**src/rtl/binary_decoder38_seq.sv**
```systemverilog
// Sequenced 3-to-8 decoder: accepts codes over valid/ready, holds each one-hot
// value for HOLD cycles, inserts GAP zero cycles, with a one-entry pending slot.
module binary_decoder38_seq #(
    parameter int unsigned HOLD = 4,
    parameter int unsigned GAP  = 1
) (
    input  logic       clk,
    input  logic       rst_n,
    input  logic       En,
    input  logic       in_valid,
    output logic       in_ready,
    input  logic [2:0] d,
    output logic [7:0] q,
    output logic       busy,
    output logic       done
);

    localparam int unsigned MAXC = (HOLD > GAP) ? HOLD : GAP;
    localparam int unsigned CW   = (MAXC > 1) ? $clog2(MAXC) : 1;
    localparam logic [CW-1:0] HOLD_LD = CW'(HOLD - 1);
    localparam logic [CW-1:0] GAP_LD  = (GAP > 0) ? CW'(GAP - 1) : '0;

    typedef enum logic [1:0] {
        S_IDLE,
        S_DRIVE,
        S_GAP
    } state_t;

    state_t        state_q, state_d;
    logic [CW-1:0] cnt_q, cnt_d;
    logic [7:0]    q_q, q_d;
    logic          done_q, done_d;
    logic          pend_full_q, pend_full_d;
    logic [2:0]    pend_q, pend_d;

    logic          accept;
    logic          has_next;
    logic [2:0]    next_code;

    function automatic logic [7:0] onehot(input logic [2:0] c);
        return 8'(1) << c;
    endfunction

    // in_ready is gated by rst_n so it reads low while reset is held
    assign in_ready  = rst_n && En && !pend_full_q;
    assign accept    = in_valid && in_ready;
    assign has_next  = pend_full_q || accept;
    assign next_code = pend_full_q ? pend_q : d;

    assign q    = q_q;
    assign done = done_q;
    assign busy = (state_q != S_IDLE) || pend_full_q;

    always_comb begin
        state_d     = state_q;
        cnt_d       = cnt_q;
        q_d         = q_q;
        done_d      = 1'b0;
        pend_full_d = pend_full_q;
        pend_d      = pend_q;

        if (!En) begin
            state_d     = S_IDLE;
            cnt_d       = '0;
            q_d         = '0;
            pend_full_d = 1'b0;
        end else begin
            unique case (state_q)
                S_IDLE: begin
                    if (accept) begin
                        state_d = S_DRIVE;
                        q_d     = onehot(d);
                        cnt_d   = HOLD_LD;
                    end
                end
                S_DRIVE: begin
                    if (cnt_q != '0) begin
                        cnt_d = cnt_q - 1'b1;
                        if (accept) begin
                            pend_full_d = 1'b1;
                            pend_d      = d;
                        end
                    end else begin
                        done_d = 1'b1;
                        if (GAP > 0) begin
                            state_d = S_GAP;
                            q_d     = '0;
                            cnt_d   = GAP_LD;
                            if (accept) begin
                                pend_full_d = 1'b1;
                                pend_d      = d;
                            end
                        end else if (has_next) begin
                            // pending and a fresh accept are exclusive, so consuming clears the slot
                            q_d         = onehot(next_code);
                            cnt_d       = HOLD_LD;
                            pend_full_d = 1'b0;
                        end else begin
                            state_d = S_IDLE;
                            q_d     = '0;
                        end
                    end
                end
                S_GAP: begin
                    if (cnt_q != '0) begin
                        cnt_d = cnt_q - 1'b1;
                        if (accept) begin
                            pend_full_d = 1'b1;
                            pend_d      = d;
                        end
                    end else if (has_next) begin
                        state_d     = S_DRIVE;
                        q_d         = onehot(next_code);
                        cnt_d       = HOLD_LD;
                        pend_full_d = 1'b0;
                    end else begin
                        state_d = S_IDLE;
                    end
                end
                default: begin
                    state_d = S_IDLE;
                    q_d     = '0;
                    cnt_d   = '0;
                end
            endcase
        end
    end

    always_ff @(posedge clk or negedge rst_n) begin
        if (!rst_n) begin
            state_q     <= S_IDLE;
            cnt_q       <= '0;
            q_q         <= '0;
            done_q      <= 1'b0;
            pend_full_q <= 1'b0;
            pend_q      <= '0;
        end else begin
            state_q     <= state_d;
            cnt_q       <= cnt_d;
            q_q         <= q_d;
            done_q      <= done_d;
            pend_full_q <= pend_full_d;
            pend_q      <= pend_d;
        end
    end

endmodule

```
**config.mk**
```make
export PLATFORM = sky130hd
export DESIGN_NAME = binary_decoder38_seq
export DESIGN_NICKNAME = d
export VERILOG_FILES = /design/src/rtl/binary_decoder38_seq.sv
export SDC_FILE = /design/constraint.sdc
export NUM_CORES = 1
export LEC_CHECK = 0
export ABC_AREA = 0
export BUFFER_PORTS_ARGS = -buffer_cell sky130_fd_sc_hd__buf_2
export CORE_MARGIN = 2
export CORE_UTILIZATION = 53
export CTS_BUF_LIST = sky130_fd_sc_hd__clkbuf_16
export DETAILED_ROUTE_END_ITERATION = 7
export PLACE_DENSITY_LB_ADDON = 0.08
export SETUP_SLACK_MARGIN = 0.2
export SLEW_MARGIN = 20
export SYNTH_ARGS = -nofsm -noshare
export SYNTH_HDL_FRONTEND = slang
export SYNTH_SLANG_ARGS = --single-unit
```
**constraint.sdc**
```tcl
create_clock -name clk -period 1.75 [get_ports clk]
set_input_delay 0.0875 -clock clk [delete_from_list [all_inputs] [get_ports clk]]
set_output_delay 0.0875 -clock clk [all_outputs]
set_load 0.05 [all_outputs]
```
# After elaboration in Yosys (flattened, before gate mapping)
# Index checks and enable logic that the tools add are counted.
[word_totals]
reg_bits = 17
out_inout_bits = 11
[op_classes]
n_eq_ne = 9
add_sub_neg = 1
shifts = 2
muxes = 30
n_reduce_logical = 15
[ops]
columns = ["op", "n"]
rows = [
  ["$mux W8", 5],
  ["$pmux W8 S3", 1],
  ["$mux W2", 9],
  ["$shl A1 B3 Y8 const A", 2],
  ["$ne A3 B3 Y1 const B", 4],
  ["$pmux W2 S3", 2],
  ["$mux W3", 3],
  ["$mux W1", 8],
  ["$pmux W3 S2", 1],
  ["$reduce_and A3 Y1", 2],
  ["$reduce_bool A2 Y1", 3],
  ["$ne A4 B4 Y1 const B", 1],
  ["$reduce_and A2 Y1", 2],
  ["$reduce_and A4 Y1", 1],
  ["$logic_and A1 B1 Y1", 3],
  ["$ne A3 B1 Y1 const B", 1],
  ["$eq A2 B1 Y1 const B", 1],
  ["$eq A2 B2 Y1 const B", 1],
  ["$logic_not A2 Y1", 1],
  ["$logic_or A1 B1 Y1", 2],
  ["$ne A2 B2 Y1 const B", 1],
  ["$pmux W1 S2", 1],
  ["$sub A2 B1 Y2 const B", 1],
  ["$logic_not A1 Y1", 1],
]

# Depth between registers and ports, before layout
# Gate-level depths: netlist (run 1).
[depth]
ltp_word = 8
depth_mapped = 6
mapped_depth_nobuf = 6

# Worst setup path before layout (run 1)
# Ideal clock, no wire load.
[synth_path]
kind = "reg2reg"
from = "register cnt_q[0]"
to = "register pend_q[0]"
period_less_slack_ns = 1.437
arrival_ns = 1.311
setup_time_ns = 0.126
stages_incl_launch_ff = 7
slack_ns = 0.313
n_path_buf = 0
path_cell_list = "dfrtp_1 > inv_1 > ha_1 > nor2_1 > nand2_1 > o22ai_1 > a21oi_1"
[synth_via]
elab_chain_cells = 3
[synth_rtl]
columns = ["element", "line", "text"]
rows = [
  ["start, declared", "30", "logic [CW-1:0] cnt_q, cnt_d;"],
  ["start signal, assigned", "139", "cnt_q <= cnt_d;"],
  ["$reduce_bool A2 Y1", "77, 105", ""],
  ["$ne A2 B2 Y1 (no line)", "-", ""],
  ["$reduce_and A3 Y1 (no line)", "-", ""],
  ["end signal, assigned", "143", "pend_q <= pend_d;"],
  ["end, declared", "34", "logic [2:0] pend_q, pend_d;"],
]
# No other way between the ends.
# A chain may end at the register's enable or synchronous reset.

# Worst setup path in the final report (run 1)
[layout_path]
from = "register state_q[1]"
to = "output port busy"
[layout_via]
elab_chain_cells = 2
[layout_rtl]
columns = ["element", "line", "text"]
rows = [
  ["start, declared", "29", "state_t state_q, state_d;"],
  ["start signal, assigned", "138", "state_q <= state_d;"],
  ["$reduce_bool A2 Y1", "52", "assign busy = (state_q != S_IDLE) || pend_full_q;"],
  ["$logic_or A1 B1 Y1", "52", ""],
  ["end, declared", "14", "output logic busy,"],
]
# No other way between the ends.

==> impl_metrics.json, run 1 <==
{
  "cellLeakagePower_nw": 0.6107,
  "io_pins": 18,
  "grt.overflow.total": 0,
  "clkLatencyLatePin_ns": 0.25,
  "track_usage_pct": 24.64,
  "power.density_nw_per_um2": 896.1,
  "cp.arrival_ns": 1.42,
  "post_drt_wl_per_cell_um": 14.70,
  "grt_max_degree": 18,
  "top_layer_used": "met4",
  "cts_buffers": 3,
  "cts_buffer_depth": 2,
  "relSlewSlack_pct": 69.76,
  "status": "complete, no violations",
  "grt_pass1_vias": 828,
  "gp_congestion": 0.8101,
  "totalWireLength_um": 2381,
  "syn-num-nets": 122,
  "fin_crit_ns": 1.509,
  "worst_setup_path_start_kind": "flip-flop",
  "start_util_pct": 56.56,
  "critPathMaxFanout": 17,
  "cts-htree-levels": 1,
  "path_clk_slew_ns": 0.05,
  "synthCells": 112,
  "grt_pass1_wl_um": 3808,
  "n_antenna_cell": 0,
  "route.met2.wl_um": 1164,
  "die_h_um": 47.16,
  "core_um2": 1745,
  "drtPass1Iterations": 4,
  "fin_crit_sh_pct": 86.23,
  "ant_nets": 0,
  "crit_required_ns": 1.66,
  "cts_root_buf": "clkbuf_16",
  "wl_met1_um": 1080,
  "worst_slew_pin_slew_ns": 0.4521,
  "drt-initial-drc-count": 25,
  "nNetsFinal": 148,
  "yosys.cell_types.count": 28,
  "setup_viol": 0,
  "avgSynthCellArea_um2": 8.814,
  "slew_viol_final": 0,
  "most-common-layout-cells": "o22ai_1, buf_2, dfrtp_1, nand2_1, buf_4",
  "post-dp-hpwl_um": 1625,
  "dieArea_um2": 2224,
  "fmax_ghz": 0.6627,
  "vdd_ir_drop_max_v": 0.0006247,
  "hold_path.class": "in -> reg",
  "io_buffer_count": 17,
  "num_rows": 15,
  "drv_cap": 0,
  "ys_seq_area_share_pct": 43.09,
  "clock-sinks": 17,
  "hold_viol": 0,
  "placed_area_um2": 1120,
  "fin_worst_skew_ns": 0.001526,
  "vias": 935,
  "cts_tree": "done",
  "synth.ff_latch_count": 17,
  "drive_above_1_share_pct": 28.47,
  "drc_errors": 0,
  "netlist_area_um2": 987.2,
  "end_kind": "output pin",
  "final_cell_area_um2": 1271,
  "fin_tns_setup_ns": 0,
  "rsz0062_at_grt": "true",
  "antenna_found_initial": 0,
  "die_x_um": 47.16,
  "ys_warn_count": 0,
  "areaGrowthSynthToFinish_pct": 28.77,
  "criticalPathCategory": "reg -> out",
  "wl_met3_um": 106,
  "viasPerCell": 5.772,
  "r2r_setup_slack_ns": 0.28
}
==> metrics by stage <==
step                hold WS, ns  util [%]  power (mW)  std cells  setup WS [ns]
finish                   0.1682     72.83       1.139        162         0.2410
global route             0.1881     72.83       1.187        162         0.1754
CTS                      0.1703     70.97       1.126        162         0.2142
detailed placement     -0.04441     64.16      0.6588        154         0.1747
global placement       -0.04958     64.16      0.6521        154         0.2549
floorplan               -0.2081         -      0.5917        112         0.3134
==> cell families after synthesis <==
logic type / after synthesis / synth area share, %
AO/OA/AOI/OAI: 35 / 22.69
buffers and inverters: 16 / 7.097
adder cells (fa/ha/maj): 3 / 3.803
flip-flops: 17 / 43.09
AND/OR/NAND/NOR: 36 / 18.25
multiplexers: 5 / 5.070
==> power by group <==
part           switching, mW  internal [mW]  leakage, nW  total (mW)
clock network          0.149          0.306       0.0409       0.455
registers             0.0184          0.411        0.229       0.429
logic                  0.152          0.104        0.341       0.256
total                  0.319          0.820        0.611        1.14
==> critical path, cell delays in order (launching register included) <==
cell     delay (ns)
dfrtp_2        0.40
buf_4          0.20
or3_1          0.38
buf_4          0.20
==> sequential cells by signal, summed over array words and instances, names as in the netlist <==
register	flops
cnt_q	2
pend_full_q	1
q	8
state_q	2
pend_q	3
done	1
==> synth_stat cells, drive strengths merged <==
master,instances,area (um^2)
dfrtp,17,425.4
o22ai,16,100.1
nand2,14,52.55
inv,9,33.78
a21oi,7,35.03
nor2,7,26.28
buf,6,32.53
mux2i,5,50.05
o21ai,5,25.02
a31oi,3,18.77
ha,3,37.54
nand3,3,15.01
a211oi,2,27.53
and3,2,12.51
nand2b,2,12.51
a221oi,1,8.760
and4b,1,10.01
clkbuf,1,3.750
nand3b,1,11.26
nand4b,1,8.760
nor2b,1,6.260
nor3,1,5.000
nor3b,1,7.510
o311ai,1,8.760
or2,1,6.260
or3,1,6.260
==> worst paths after layout <==
kind | start | end | cells after the start
worst max register to register | cnt_q[0] | pend_q[1] | 6
max in group asynchronous | rst_n | state_q[0] | 3
worst min register to register | q[7] | q[7] | 2
worst max-delay path | state_q[1] | busy | 3
worst min-delay path | d[0] | pend_q[0] | 3
min in group asynchronous | rst_n | pend_full_q | 2
==> cell type report <==
class	instances	area (um^2)
clock buffers	3	75.07
clock inverters	1	5.005
fillers	147	474.2
inverters	9	33.78
multi-input cells	79	523.0
flip-flops and latches	17	427.9
well taps	25	31.28
repair buffers	28	175.2
==> timing repair <==
action | CTS | global route
hold buffers | 2 | 0
setup buffers | 2 | 0
gates resized for setup | 2 | 8
endpoints found under the setup margin | 6 | 14
hold endpoints to repair | 17 | 0
pin swaps | 1 | 1
==> per-layer routing <==
metal | vias up | global-route usage [%]
met2 | 27 | 38.63
met4 | 0 | 10.00
met3 | 4 | 3.846
li1 | 450 | -
met1 | 454 | 34.05
met5 | - | 0
No activity file was read; power rests on OpenSTA's default activity.
==> inputs of run 2 (changes only) <==
--- a/config.mk
+++ b/config.mk
@@ -7,8 +7,9 @@
 export LEC_CHECK = 0
 export ABC_AREA = 0
 export BUFFER_PORTS_ARGS = -buffer_cell sky130_fd_sc_hd__buf_2
-export CORE_MARGIN = 2
-export CORE_UTILIZATION = 53
+export CELL_PAD_IN_SITES_DETAIL_PLACEMENT = 2
+export CELL_PAD_IN_SITES_GLOBAL_PLACEMENT = 2
+export CORE_UTILIZATION = 32
 export CTS_BUF_LIST = sky130_fd_sc_hd__clkbuf_16
 export DETAILED_ROUTE_END_ITERATION = 7
 export PLACE_DENSITY_LB_ADDON = 0.08
==> impl_metrics.json, run 2 (synthesis results as in run 1) <==
{
  "end_kind": "output pin",
  "cts_buffers": 3,
  "hold_slack_ns": 0.1885,
  "viasPerCell": 5.599,
  "fin_tns_setup_ns": 0,
  "r2r_setup_slack_ns": 0.25,
  "antenna_found_initial": 0,
  "route.met2.wl_um": 1467,
  "grt_pass1_vias": 1005,
  "wl_met1_um": 1415,
  "drtPass1Iterations": 4,
  "cts_buffer_depth": 2,
  "setup_viol": 0,
  "io_buffer_count": 17,
  "post-dp-hpwl_um": 2254,
  "total_power_mw": 1.162,
  "drc_errors": 0,
  "vias": 963,
  "top_layer_used": "met4",
  "slew_viol_final": 0,
  "cts-htree-levels": 1,
  "dieArea_um2": 3311,
  "final_common_cell": "buf_2",
  "cp.arrival_ns": 1.49,
  "clock-sinks": 17,
  "gp_congestion": 0.7479,
  "drive_above_1_share_pct": 29.79,
  "vdd_ir_drop_max_v": 0.0004523,
  "track_usage_pct": 20.02,
  "drt-initial-drc-count": 10,
  "cts_root_buf": "clkbuf_16",
  "post_drt_wl_per_cell_um": 17.40,
  "crit_required_ns": 1.66,
  "ant_nets": 0,
  "fin_worst_skew_ns": 0.006551,
  "relSlewSlack_pct": 67.41,
  "drv_cap": 0,
  "core_um2": 2829,
  "hold_viol": 0,
  "critPathMaxFanout": 11,
  "nNetsFinal": 152,
  "cts_tree": "done",
  "areaGrowthSynthToFinish_pct": 31.43,
  "grt_max_degree": 15,
  "worst_slew_pin_slew_ns": 0.4872,
  "grt.overflow.total": 0,
  "worst_setup_path_start_kind": "flip-flop",
  "hold_path.class": "in -> reg",
  "grt_pass1_wl_um": 4933,
  "fin_crit_ns": 1.578,
  "clkLatencyLatePin_ns": 0.25,
  "criticalPathCategory": "reg -> out",
  "most-common-layout-cells": "buf_2, o22ai_1, dfrtp_1, nand2_1, buf_4",
  "final_cell_area_um2": 1297,
  "n_antenna_cell": 0,
  "cellLeakagePower_nw": 0.6326,
  "power.density_nw_per_um2": 895.9,
  "die_x_um": 57.54,
  "largest_reg_flops": 8,
  "fmax_ghz": 0.6336,
  "totalWireLength_um": 2993,
  "die_h_um": 57.54,
  "path_clk_slew_ns": 0.05,
  "placed_area_um2": 1142,
  "utilization_pct": 45.86,
  "rsz0062_at_grt": "true",
  "status": "complete, no violations",
  "num_rows": 19,
  "n_fill_cell": 323,
  "start_util_pct": 34.90,
  "fin_crit_sh_pct": 90.19,
  "io_pins": 18,
  "wl_met3_um": 75
}
==> run 2: cell count changes in the layout (fill, tap and decap cells not counted) <==
cell      before  now
and3_1         1    2
nand3_1        1    2
nor2_2         0    1
and3_4         1    0
clkinv_2       1    0
buf_2         16   17
buf_4         10   13
nor2_1         7    6
nand3_2        2    1
inv_2          0    1
==> run 2: critical path, stage by stage, from the launching register on <==
cell and delay [ns]:
dfrtp_2 0.49, buf_4 0.19, or3_1 0.34, buf_2 0.22
==> run 2: repair_timing <==
item / 4_1_cts / 5_1_grt
hold endpoints to repair: 17 / 0
pin swaps: 1 / 0
endpoints found under the setup margin: 14 / 14
hold buffers: 2 / 0
setup buffers: 4 / 0
gates resized for setup: 6 / 3
cloned: 0 / 0
==> run 2: power breakdown <==
group          internal [mW]  switching, mW
Clock                  0.304          0.155
Sequential             0.411         0.0195
Combinational          0.109          0.165
Total                  0.823          0.339
==> run 2: per-stage QoR <==
step / worst slack [ns] / std cells
after detailed placement: 0.1097 / 162
after CTS: 0.1853 / 172
after global placement: 0.2429 / 162
after global routing: 0.1421 / 172
final: 0.1716 / 172
after floorplan: 0.3134 / 112
==> run 2: worst paths after layout <==
path	start	end	depth (start not counted)
max in group asynchronous	rst_n	state_q[0]	3
hold reg to reg	q[3]	q[3]	2
min in group asynchronous	rst_n	q[1]	2
setup / recovery	state_q[0]	busy	3
setup reg to reg	pend_full_q	q[0]	5
hold / removal	d[2]	pend_q[2]	3
==> run 2: cell type report <==
class	count	area (um^2)	area share, %
Inverter	9	33.78	2.604
Multi-Input combinational cell	79	515.5	39.73
Tap cell	31	38.79	2.989
Sequential cell	17	427.9	32.98
Clock buffer	3	75.07	5.786
Clock inverter	1	3.754	0.2893
Timing Repair Buffer	32	202.7	15.62
==> run 2: metal layers <==
| layer | global-route usage [%] | vias to the layer above |
|---|---|---|
| li1 | - | 458 |
| met1 | 25.35 | 485 |
| met2 | 34.55 | 15 |
| met3 | 4.082 | 5 |
| met4 | 5.226 | 0 |
| met5 | 0 | - |
